[config.mk]
export PLATFORM = sky130hd
export DESIGN_NAME = mem_stage_flat
export DESIGN_NICKNAME = d
export VERILOG_FILES = /design/src/rtl/mem_stage_if.sv /design/src/rtl/mem_stage.sv /design/src/flat_wrapper.sv
export SDC_FILE = /design/constraint.sdc
export NUM_CORES = 1
export LEC_CHECK = 0
export CELL_PAD_IN_SITES_DETAIL_PLACEMENT = 2
export CELL_PAD_IN_SITES_GLOBAL_PLACEMENT = 2
export CORE_MARGIN = 10
export CORE_UTILIZATION = 23
export DETAILED_ROUTE_END_ITERATION = 8
export PLACE_DENSITY = 0.84
export SYNTH_ARGS = -nofsm -noshare
export SYNTH_HDL_FRONTEND = slang
export SYNTH_SLANG_ARGS = --single-unit
[constraint.sdc]
create_clock -name clk -period 2.34 [get_ports clk]
set_input_delay 0.351 -clock clk [delete_from_list [all_inputs] [get_ports clk]]
set_output_delay 0.351 -clock clk [all_outputs]
set_load 0.05 [all_outputs]
[src/rtl/mem_stage_if.sv]
// EX->MEM->WB/ID handshake and bus bundle for the memory-access stage.
// The master modport is the surrounding pipeline; the slave modport is mem_stage.
interface mem_stage_if;
  logic         ex_to_mem_valid;
  logic [107:0] ex_to_mem_bus;
  logic         mem_allowin;
  logic [31:0]  data_sram_rdata;
  logic         wb_allowin;
  logic         mem_to_wb_valid;
  logic [69:0]  mem_to_wb_bus;
  logic [37:0]  mem_to_id_bus;

  modport master (
    output ex_to_mem_valid, ex_to_mem_bus, data_sram_rdata, wb_allowin,
    input  mem_allowin, mem_to_wb_valid, mem_to_wb_bus, mem_to_id_bus
  );

  modport slave (
    input  ex_to_mem_valid, ex_to_mem_bus, data_sram_rdata, wb_allowin,
    output mem_allowin, mem_to_wb_valid, mem_to_wb_bus, mem_to_id_bus
  );
endinterface

[src/rtl/mem_stage.sv]
// Memory-access pipeline stage: latches the EX bus, captures SRAM read data
// across WB stalls, extracts/extends loads and forwards results to WB and ID.
module mem_stage (
  input logic        clk,
  input logic        reset,
  mem_stage_if.slave io
);

  typedef struct packed {
    logic [31:0] pc;
    logic        res_from_mem;
    logic        rf_we;
    logic [4:0]  rf_waddr;
    logic [31:0] alu_result;
    logic [31:0] rkd_value;
    logic [1:0]  addr_lo;
    logic        op_b;
    logic        op_h;
    logic        op_u;
  } ex_bus_t;

  ex_bus_t     bus_r;
  logic        mem_valid;
  logic [31:0] rdata_buf;
  logic        rdata_held;

  logic        mem_ready_go;
  logic        accept;
  logic [31:0] load_word;
  logic [7:0]  ld_byte;
  logic [15:0] ld_half;
  logic [31:0] extracted;
  logic [31:0] final_result;
  logic        unused_rkd;

  assign mem_ready_go       = 1'b1;
  assign io.mem_allowin     = ~mem_valid | (mem_ready_go & io.wb_allowin);
  assign io.mem_to_wb_valid = mem_valid;
  assign accept             = io.ex_to_mem_valid & io.mem_allowin;

  // rkd_value rides along for store data in earlier stages; nothing here reads it.
  assign unused_rkd = ^bus_r.rkd_value;

  // NOTE: sequential state uses non-blocking assignments so every register
  // samples pre-edge values; the read buffer is small control state, so it is reset too.
  always_ff @(posedge clk) begin
    if (reset) begin
      mem_valid  <= 1'b0;
      bus_r      <= '0;
      rdata_buf  <= '0;
      rdata_held <= 1'b0;
    end else begin
      if (io.mem_allowin) mem_valid <= io.ex_to_mem_valid;
      if (accept) bus_r <= io.ex_to_mem_bus;

      // SRAM data is only valid in the first MEM cycle; freeze it if we stall.
      if (accept) begin
        rdata_held <= 1'b0;
      end else if (mem_valid & ~rdata_held & ~io.wb_allowin) begin
        rdata_buf  <= io.data_sram_rdata;
        rdata_held <= 1'b1;
      end
    end
  end

  assign load_word = rdata_held ? rdata_buf : io.data_sram_rdata;

  // NOTE: combinational blocks assign every output a default first so no
  // path leaves a variable unassigned, which would infer a latch.
  always_comb begin
    ld_byte   = load_word[{bus_r.addr_lo, 3'b000} +: 8];
    ld_half   = bus_r.addr_lo[1] ? load_word[31:16] : load_word[15:0];
    extracted = load_word;
    if (bus_r.op_b) begin
      extracted = {{24{~bus_r.op_u & ld_byte[7]}}, ld_byte};
    end else if (bus_r.op_h) begin
      extracted = {{16{~bus_r.op_u & ld_half[15]}}, ld_half};
    end
  end

  assign final_result = bus_r.res_from_mem ? extracted : bus_r.alu_result;

  assign io.mem_to_wb_bus = {bus_r.pc, bus_r.rf_we, bus_r.rf_waddr, final_result};
  assign io.mem_to_id_bus = {bus_r.rf_we & mem_valid, bus_r.rf_waddr, final_result};

endmodule

[src/flat_wrapper.sv]
// flat-port wrapper written by rule: the top's interface ports become plain ports
module mem_stage_flat 
  (clk, reset, io_ex_to_mem_valid, io_ex_to_mem_bus, io_data_sram_rdata, io_wb_allowin, io_mem_allowin, io_mem_to_wb_valid, io_mem_to_wb_bus, io_mem_to_id_bus);
  mem_stage_if io_i ();
  input logic clk;
  input logic reset;
  input wire logic [$bits(io_i.ex_to_mem_valid)-1:0] io_ex_to_mem_valid;
  input wire logic [$bits(io_i.ex_to_mem_bus)-1:0] io_ex_to_mem_bus;
  input wire logic [$bits(io_i.data_sram_rdata)-1:0] io_data_sram_rdata;
  input wire logic [$bits(io_i.wb_allowin)-1:0] io_wb_allowin;
  output wire logic [$bits(io_i.mem_allowin)-1:0] io_mem_allowin;
  output wire logic [$bits(io_i.mem_to_wb_valid)-1:0] io_mem_to_wb_valid;
  output wire logic [$bits(io_i.mem_to_wb_bus)-1:0] io_mem_to_wb_bus;
  output wire logic [$bits(io_i.mem_to_id_bus)-1:0] io_mem_to_id_bus;
  assign io_i.ex_to_mem_valid = io_ex_to_mem_valid;
  assign io_i.ex_to_mem_bus = io_ex_to_mem_bus;
  assign io_i.data_sram_rdata = io_data_sram_rdata;
  assign io_i.wb_allowin = io_wb_allowin;
  assign io_mem_allowin = io_i.mem_allowin;
  assign io_mem_to_wb_valid = io_i.mem_to_wb_valid;
  assign io_mem_to_wb_bus = io_i.mem_to_wb_bus;
  assign io_mem_to_id_bus = io_i.mem_to_id_bus;
  mem_stage u_core (.clk(clk), .reset(reset), .io(io_i));
endmodule
==> results of run 1 <==
## timing repair
action                                  4_1_cts  5_1_grt
setup buffers                                 3        4
gates cloned                                  3        0
endpoints found under the setup margin       64       64
gates resized for setup                      64       18
pin swaps                                    11        8
## worst max-delay path, cell delays in order (launching register included)
cell and delay [ns]:
dfxtp_4 0.39, buf_6 0.14, mux2i_2 0.16, a22oi_2 0.23
nand4_4 0.16, buf_12 0.20, buf_6 0.13, o22ai_4 0.26
buf_12 0.18
## Yosys cell counts, types with 13 or more instances
cell	instances	area (um2)
nand2_1	227	852.1
a21oi_1	126	630.6
dfxtp_1	110	2202
buf_4	76	570.6
mux2i_1	46	460.4
nor2_1	44	165.2
clkbuf_1	37	138.9
a22oi_1	22	165.2
buf_2	19	95.09
o22ai_1	16	100.1
mux4_2	14	315.3
nand2b_1	13	81.33
## flip-flops by register name (all words and copies together), names as in the netlist
signal,count
u_core.bus_r,38
u_core.rdata_held,1
u_core.io.mem_to_id_bus,5
u_core.io.mem_to_wb_valid,1
u_core.rdata_buf,32
u_core.io.mem_to_wb_bus,33
## stage by stage
stage / std cells / TNS [ns]
2_1_floorplan: 796 / -2.828
3_3_place_gp: 1264 / -8.752
3_5_place_dp: 1264 / -11.55
4_1_cts: 1286 / -10.52
5_1_grt: 1291 / -15.83
6_report: 1292 / -11.31
## path summary, 6_finish.rpt
| path | start | to | slack [ns] | cells past startpoint |
|---|---|---|---|---|
| min | u_core.io.mem_to_wb_bus[54] | u_core.io.mem_to_wb_bus[54] | 0.46 | 2 |
| min reg2reg | u_core.io.mem_to_wb_bus[54] | u_core.io.mem_to_wb_bus[54] | 0.46 | 2 |
| max reg2reg | u_core.rdata_held | u_core.rdata_buf[16] | 0.72 | 5 |
| max | u_core.rdata_held | io_mem_to_wb_bus[25] | -0.24 | 8 |
## cells in the final DEF, fill, tap and decap left out, types with 9 or more instances in the layout
master	instances
mux4_2	17
buf_4	33
a21oi_1	125
mux2i_1	41
nand2_1	225
clkdlybuf4s50_1	153
o22ai_4	10
buf_12	80
dfxtp_1	105
a22oi_1	14
clkbuf_16	9
nor2_2	10
nor2_1	33
## logic make-up (layout without fill, tap and decap cells)
kind of cell           count (synthesis)  after routing  share of synthesized area, %
AO/OA/AOI/OAI                        183            183                         16.60
buffers and inverters                143            299                         14.27
flip-flops                           110            110                         35.88
multiplexers                          63             63                         13.92
other                                  0              5                             0
AND/OR/NAND/NOR                      297            297                         19.33
## final cells by class
| type | count | area, um2 |
|---|---|---|
| repair buffers | 279 | 3585 |
| well taps | 335 | 419.2 |
| diodes | 5 | 12.51 |
| inverters | 4 | 15.01 |
| flip-flops and latches | 110 | 2211 |
| clock buffers | 10 | 229.0 |
| fillers | 2825 | 15970 |
| multi-input cells | 543 | 3628 |
| clock inverters | 6 | 61.31 |
## layer usage
layer | vias up | GRT usage (%) | share of wire, %
li1 | 2916 | - | -
met1 | 3190 | 19.94 | 41
met2 | 186 | 30.58 | 52
met3 | 48 | 3.874 | 4.6
met4 | 0 | 6.721 | 3.0
met5 | - | 0 | 0
## power groups by stage
stage | combinational, mW | clock, mW | sequential (mW)
after floorplan | 1.25 | 0 | 2.06
after global placement | 2.18 | 0 | 2.08
after detailed placement | 2.24 | 0 | 2.09
after CTS | 2.33 | 1.67 | 2.05
after global routing | 2.46 | 1.74 | 2.06
final | 2.36 | 1.62 | 2.05
==> impl_metrics.env, run 1 <==
export IMPL_io_buffers=221
export IMPL_finalMaxSlewViolations=0
export IMPL_p_seq_share_pct=34.0
export IMPL_cts_buffers=9
export IMPL_hp_class="flop to flop"
export IMPL_finish_utilization_pct=38.88
export IMPL_routed_wirelength_mm=30.14
export IMPL_grt_pass1_vias=6916
export IMPL_clock_skew_ns=0.008446
export IMPL_vias_per_cell=4.907
export IMPL_die_h_um=183.4
export IMPL_finalWorstPathRequiredPeriod_ns=2.576
export IMPL_wire_per_inst_um=23.33
export IMPL_leakage_nw=3.595
export IMPL_fin_crit_sh_pct=110.1
export IMPL_endpoint_kind="output pin"
export IMPL_violations="setup timing"
export IMPL_crit_type="flop to output pin"
export IMPL_overflow=0
export IMPL_p_sw_mw=2.192
export IMPL_p_per_area_mw_per_mm2=592.9
export IMPL_cts_clk_slew_worst_paths_ns=0.08
export IMPL_place_area_mm2=0.009353
export IMPL_grt_max_degree=58
export IMPL_cts_tree="yes"
export IMPL_async_reset_ff_share_pct=0
export IMPL_drt_iter0_drc=360
export IMPL_p_comb_share_pct=39.1
export IMPL_setup_viol=64
export IMPL_clock_power_share_pct=26.8
export IMPL_cp_start_kind="flop"
export IMPL_ys_ff_latch=110
export IMPL_syn_area_per_cell_um2=7.710
export IMPL_ios=254
export IMPL_max_freq_mhz=388.1
export IMPL_hpwlAfterDp_mm=21.95
export IMPL_nNetsFinal=1091
export IMPL_syn_num_nets=940
export IMPL_dieArea_mm2=0.03362
export IMPL_place_congestion=0.8193
export IMPL_antenna_found_initial=4
export IMPL_synth_seq_area_share_pct=35.88
export IMPL_synth_edff_count=0
export IMPL_drive_gt1_share_pct=24.79
export IMPL_start_util_pct=23.48
export IMPL_preCtsSetupSlack_ns=-0.3384
export IMPL_track_usage_pct=17.33
export IMPL_status="finished with violations"
export IMPL_fin_ws_ns=-0.2364
export IMPL_num_rows=59
export IMPL_grt_pass1_wl_mm=44.76
export IMPL_vias=6340
export IMPL_maxSlewHeadroom_pct=63.17
export IMPL_die_w_um=183.4
export IMPL_switching_share_pct=36.38
export IMPL_dr_pass1_iters=4
export IMPL_cts_sink_count=110
export IMPL_final_hold_viol_count=0
export IMPL_cts_htree_levels=3
export IMPL_synth_warnings=0
export IMPL_syn_cell_area_mm2=0.006137
export IMPL_yosysUniqueCellTypes=30
export IMPL_rsz0062_at_grt="yes"
export IMPL_worstPathArrival_ns=2.23
export IMPL_final_cell_area_mm2=0.01016
export IMPL_synthFlopType="dfxtp_1"
export IMPL_holdWs_ns=0.4596
export IMPL_vdd_drop_max_v=0.0003157
export IMPL_drc_errors=0
export IMPL_clock_latency_ns=0.36
export IMPL_worst_endpoint_required_ns=1.99
export IMPL_cts_root_buf="clkbuf_16"
export IMPL_critical_path_max_fanout=10
export IMPL_cap_violations=0
export IMPL_ant_nets=0
export IMPL_total_power_mw=6.025
export IMPL_ctsLongestPathBuffers=2
export IMPL_area_growth_pct=65.57
export IMPL_p_int_mw=3.833
export IMPL_core_mm2=0.02613
export IMPL_tightest_slew_ns=0.5508
export IMPL_synth_cells=796
export IMPL_holdBufCountCts=0
No activity file was read; power rests on OpenSTA's default activity.
==> inputs of run 2 (changes only) <==
Settings changed: PLACE_DENSITY 0.84 to default, PLACE_DENSITY_LB_ADDON from default to 0.25, REMOVE_ABC_BUFFERS from default to 1.
==> run 2 against run 1 <==
Against the previous run:
- the flow still finishes with violations (setup timing)
- critical path depth is the same
- register-to-register slack improved by 0.05 ns
- routed wire length is 7.5% lower
- worst setup slack improved by 0.048 ns
- first-iteration DRC count shrank 49%
- non-clock buffer count up 3
- utilization shrank 0.34 points
- via count down 3.0%
- global-route usage is 0.87 points lower
- clock-buffer cell count unchanged
- critical endpoint is now io_mem_to_wb_bus[14]
- largest power group unchanged
==> impl_metrics.env, run 2 (synthesis gave the netlist of run 1 again) <==
export IMPL_finalWorstPathRequiredPeriod_ns=2.528
export IMPL_wire_per_inst_um=21.58
export IMPL_start_util_pct=23.48
export IMPL_maxUsedRoutingLayer="met5"
export IMPL_antenna_found_initial=2
export IMPL_most_common_layout_cells="225 x nand2_1, 153 x clkdlybuf4s50_1, 126 x a21oi_1, 106 x dfxtp_1, 76 x buf_12"
export IMPL_drt_met1_wl_mm=11.29
export IMPL_worst_endpoint_required_ns=1.99
export IMPL_final_seq_area_mm2=0.002215
export IMPL_violations="setup timing"
export IMPL_track_usage_pct=16.47
export IMPL_setup_viol=62
export IMPL_crit_type="flop to output pin"
export IMPL_wl_met3_mm=1.241
export IMPL_hpwlAfterDp_mm=20.12
export IMPL_dr_pass1_iters=5
export IMPL_maxSlewHeadroom_pct=63.22
export IMPL_cp_start_kind="flop"
export IMPL_cts_htree_levels=3
export IMPL_p_int_mw=3.744
export IMPL_holdWs_ns=0.3975
export IMPL_core_mm2=0.02613
export IMPL_status="finished with violations"
export IMPL_fin_ws_ns=-0.1884
export IMPL_num_rows=59
export IMPL_preCtsSetupSlack_ns=-0.3787
export IMPL_cap_violations=0
export IMPL_clock_skew_ns=0.007775
export IMPL_ant_nets=0
export IMPL_ctsLongestPathBuffers=2
export IMPL_cts_tree="yes"
export IMPL_finalMaxSlewViolations=0
export IMPL_p_seq_share_pct=34.7
export IMPL_layout_commonest_cell="nand2_1"
export IMPL_routed_wirelength_mm=27.88
export IMPL_drc_errors=0
export IMPL_critical_path_max_fanout=5
export IMPL_drive_gt1_share_pct=24.69
export IMPL_grt_pass1_wl_mm=42.70
export IMPL_p_per_area_mw_per_mm2=584.7
export IMPL_cts_clk_slew_worst_paths_ns=0.08
export IMPL_clock_latency_ns=0.36
export IMPL_rsz0062_at_grt="yes"
export IMPL_die_h_um=183.4
export IMPL_grt_pass1_vias=6821
export IMPL_cts_root_buf="clkbuf_16"
export IMPL_overflow=0
export IMPL_die_w_um=183.4
export IMPL_vias=6148
export IMPL_nNetsFinal=1095
export IMPL_switching_share_pct=36.43
export IMPL_largest_reg_flops=38
export IMPL_met2_length_mm=14.93
export IMPL_endpoint_kind="output pin"
export IMPL_io_buffers=221
export IMPL_leakage_nw=3.605
export IMPL_fill_cells=2847
export IMPL_hp_class="input pin to flop"
export IMPL_fin_crit_sh_pct=108.1
export IMPL_vias_per_cell=4.759
export IMPL_vdd_drop_max_v=0.0003539
export IMPL_cts_sink_count=110
export IMPL_max_freq_mhz=395.5
export IMPL_multiInputGateArea_mm2=0.003576
export IMPL_drt_iter0_drc=182
export IMPL_regMostFlops="u_core.bus_r"
export IMPL_finish_utilization_pct=38.55
export IMPL_final_hold_viol_count=0
export IMPL_worstPathArrival_ns=2.18
export IMPL_clock_power_share_pct=26.6
export IMPL_dieArea_mm2=0.03362
export IMPL_area_growth_pct=64.14
export IMPL_place_congestion=0.7670
export IMPL_cts_buffers=9
export IMPL_ios=254
export IMPL_grt_max_degree=60
export IMPL_tightest_slew_ns=0.5499
export IMPL_p_comb_share_pct=38.7
export IMPL_p_sw_mw=2.146
[run 2: changes by cell type in the layout (fill, tap and decap cells not counted), sizes merged]
cell      delta
buf          +4
diode        -4
and2         +1
bufbuf       -1
bufinv       -1
clkinv       +1
clkinvlp     -1
inv          +1
[run 2: timing repair]
item,in CTS,in global routing
buffers inserted,8,4
setup endpoints to repair,64,64
resized for setup,116,8
cloned,4,0
hold buffers,0,0
pin swaps,17,7
[run 2: critical path, cell delays in order, from the launching register on]
cell       delay (ns)
dfxtp_4          0.41
buf_6            0.15
buf_6            0.14
bufbuf_16        0.27
mux4_2           0.32
nand2b_1         0.11
a31oi_2          0.10
buf_4            0.17
buf_12           0.14
[run 2: layout make-up]
cell class              instances  share of cell area [%]
inverters                       4                  0.1490
well taps                     335                   4.161
multi-input cells             544                   35.50
clock buffers                  10                   2.372
diodes                          1                 0.02484
flip-flops and latches        110                   21.98
repair buffers                282                   35.36
clock inverters                 6                  0.4471
[run 2: stage by stage]
stage / setup TNS (ns) / cells / power, mW / instance area [um2]
after floorplan: -188.61 / 657 / 3.052 / 5276
after global placement: -12.29 / 1264 / 4.184 / 9056
after detailed placement: -16.29 / 1264 / 4.214 / 9056
after CTS: -11.19 / 1290 / 5.985 / 10040
after global routing: -14.16 / 1291 / 6.158 / 10070
final: -8.606 / 1292 / 5.890 / 10070
[run 2: routing by layer]
layer,vias up,global-route usage [%]
li1,2923,-
met1,3059,18.64
met2,137,30.63
met3,27,3.538
met4,2,3.967
met5,-,0
[run 2: path summary, 6_finish.rpt]
check | start | end | slack [ns] | cells past startpoint
worst max register to register | u_core.io.mem_to_wb_valid | u_core.bus_r[2] | 0.77 | 5
worst min-delay path | reset | u_core.io.mem_to_wb_bus[48] | 0.40 | 2
worst max-delay path | u_core.rdata_held | io_mem_to_wb_bus[14] | -0.19 | 8
worst min register to register | u_core.bus_r[56] | u_core.bus_r[56] | 0.46 | 2
[run 2: power groups by stage]
stage	clock, mW	sequential, mW	combinational (mW)
5_1_grt	1.70	2.06	2.41
2_1_floorplan	0	2.24	0.810
4_1_cts	1.64	2.04	2.31
6_report	1.57	2.04	2.28
3_5_place_dp	0	2.08	2.13
3_3_place_gp	0	2.08	2.11
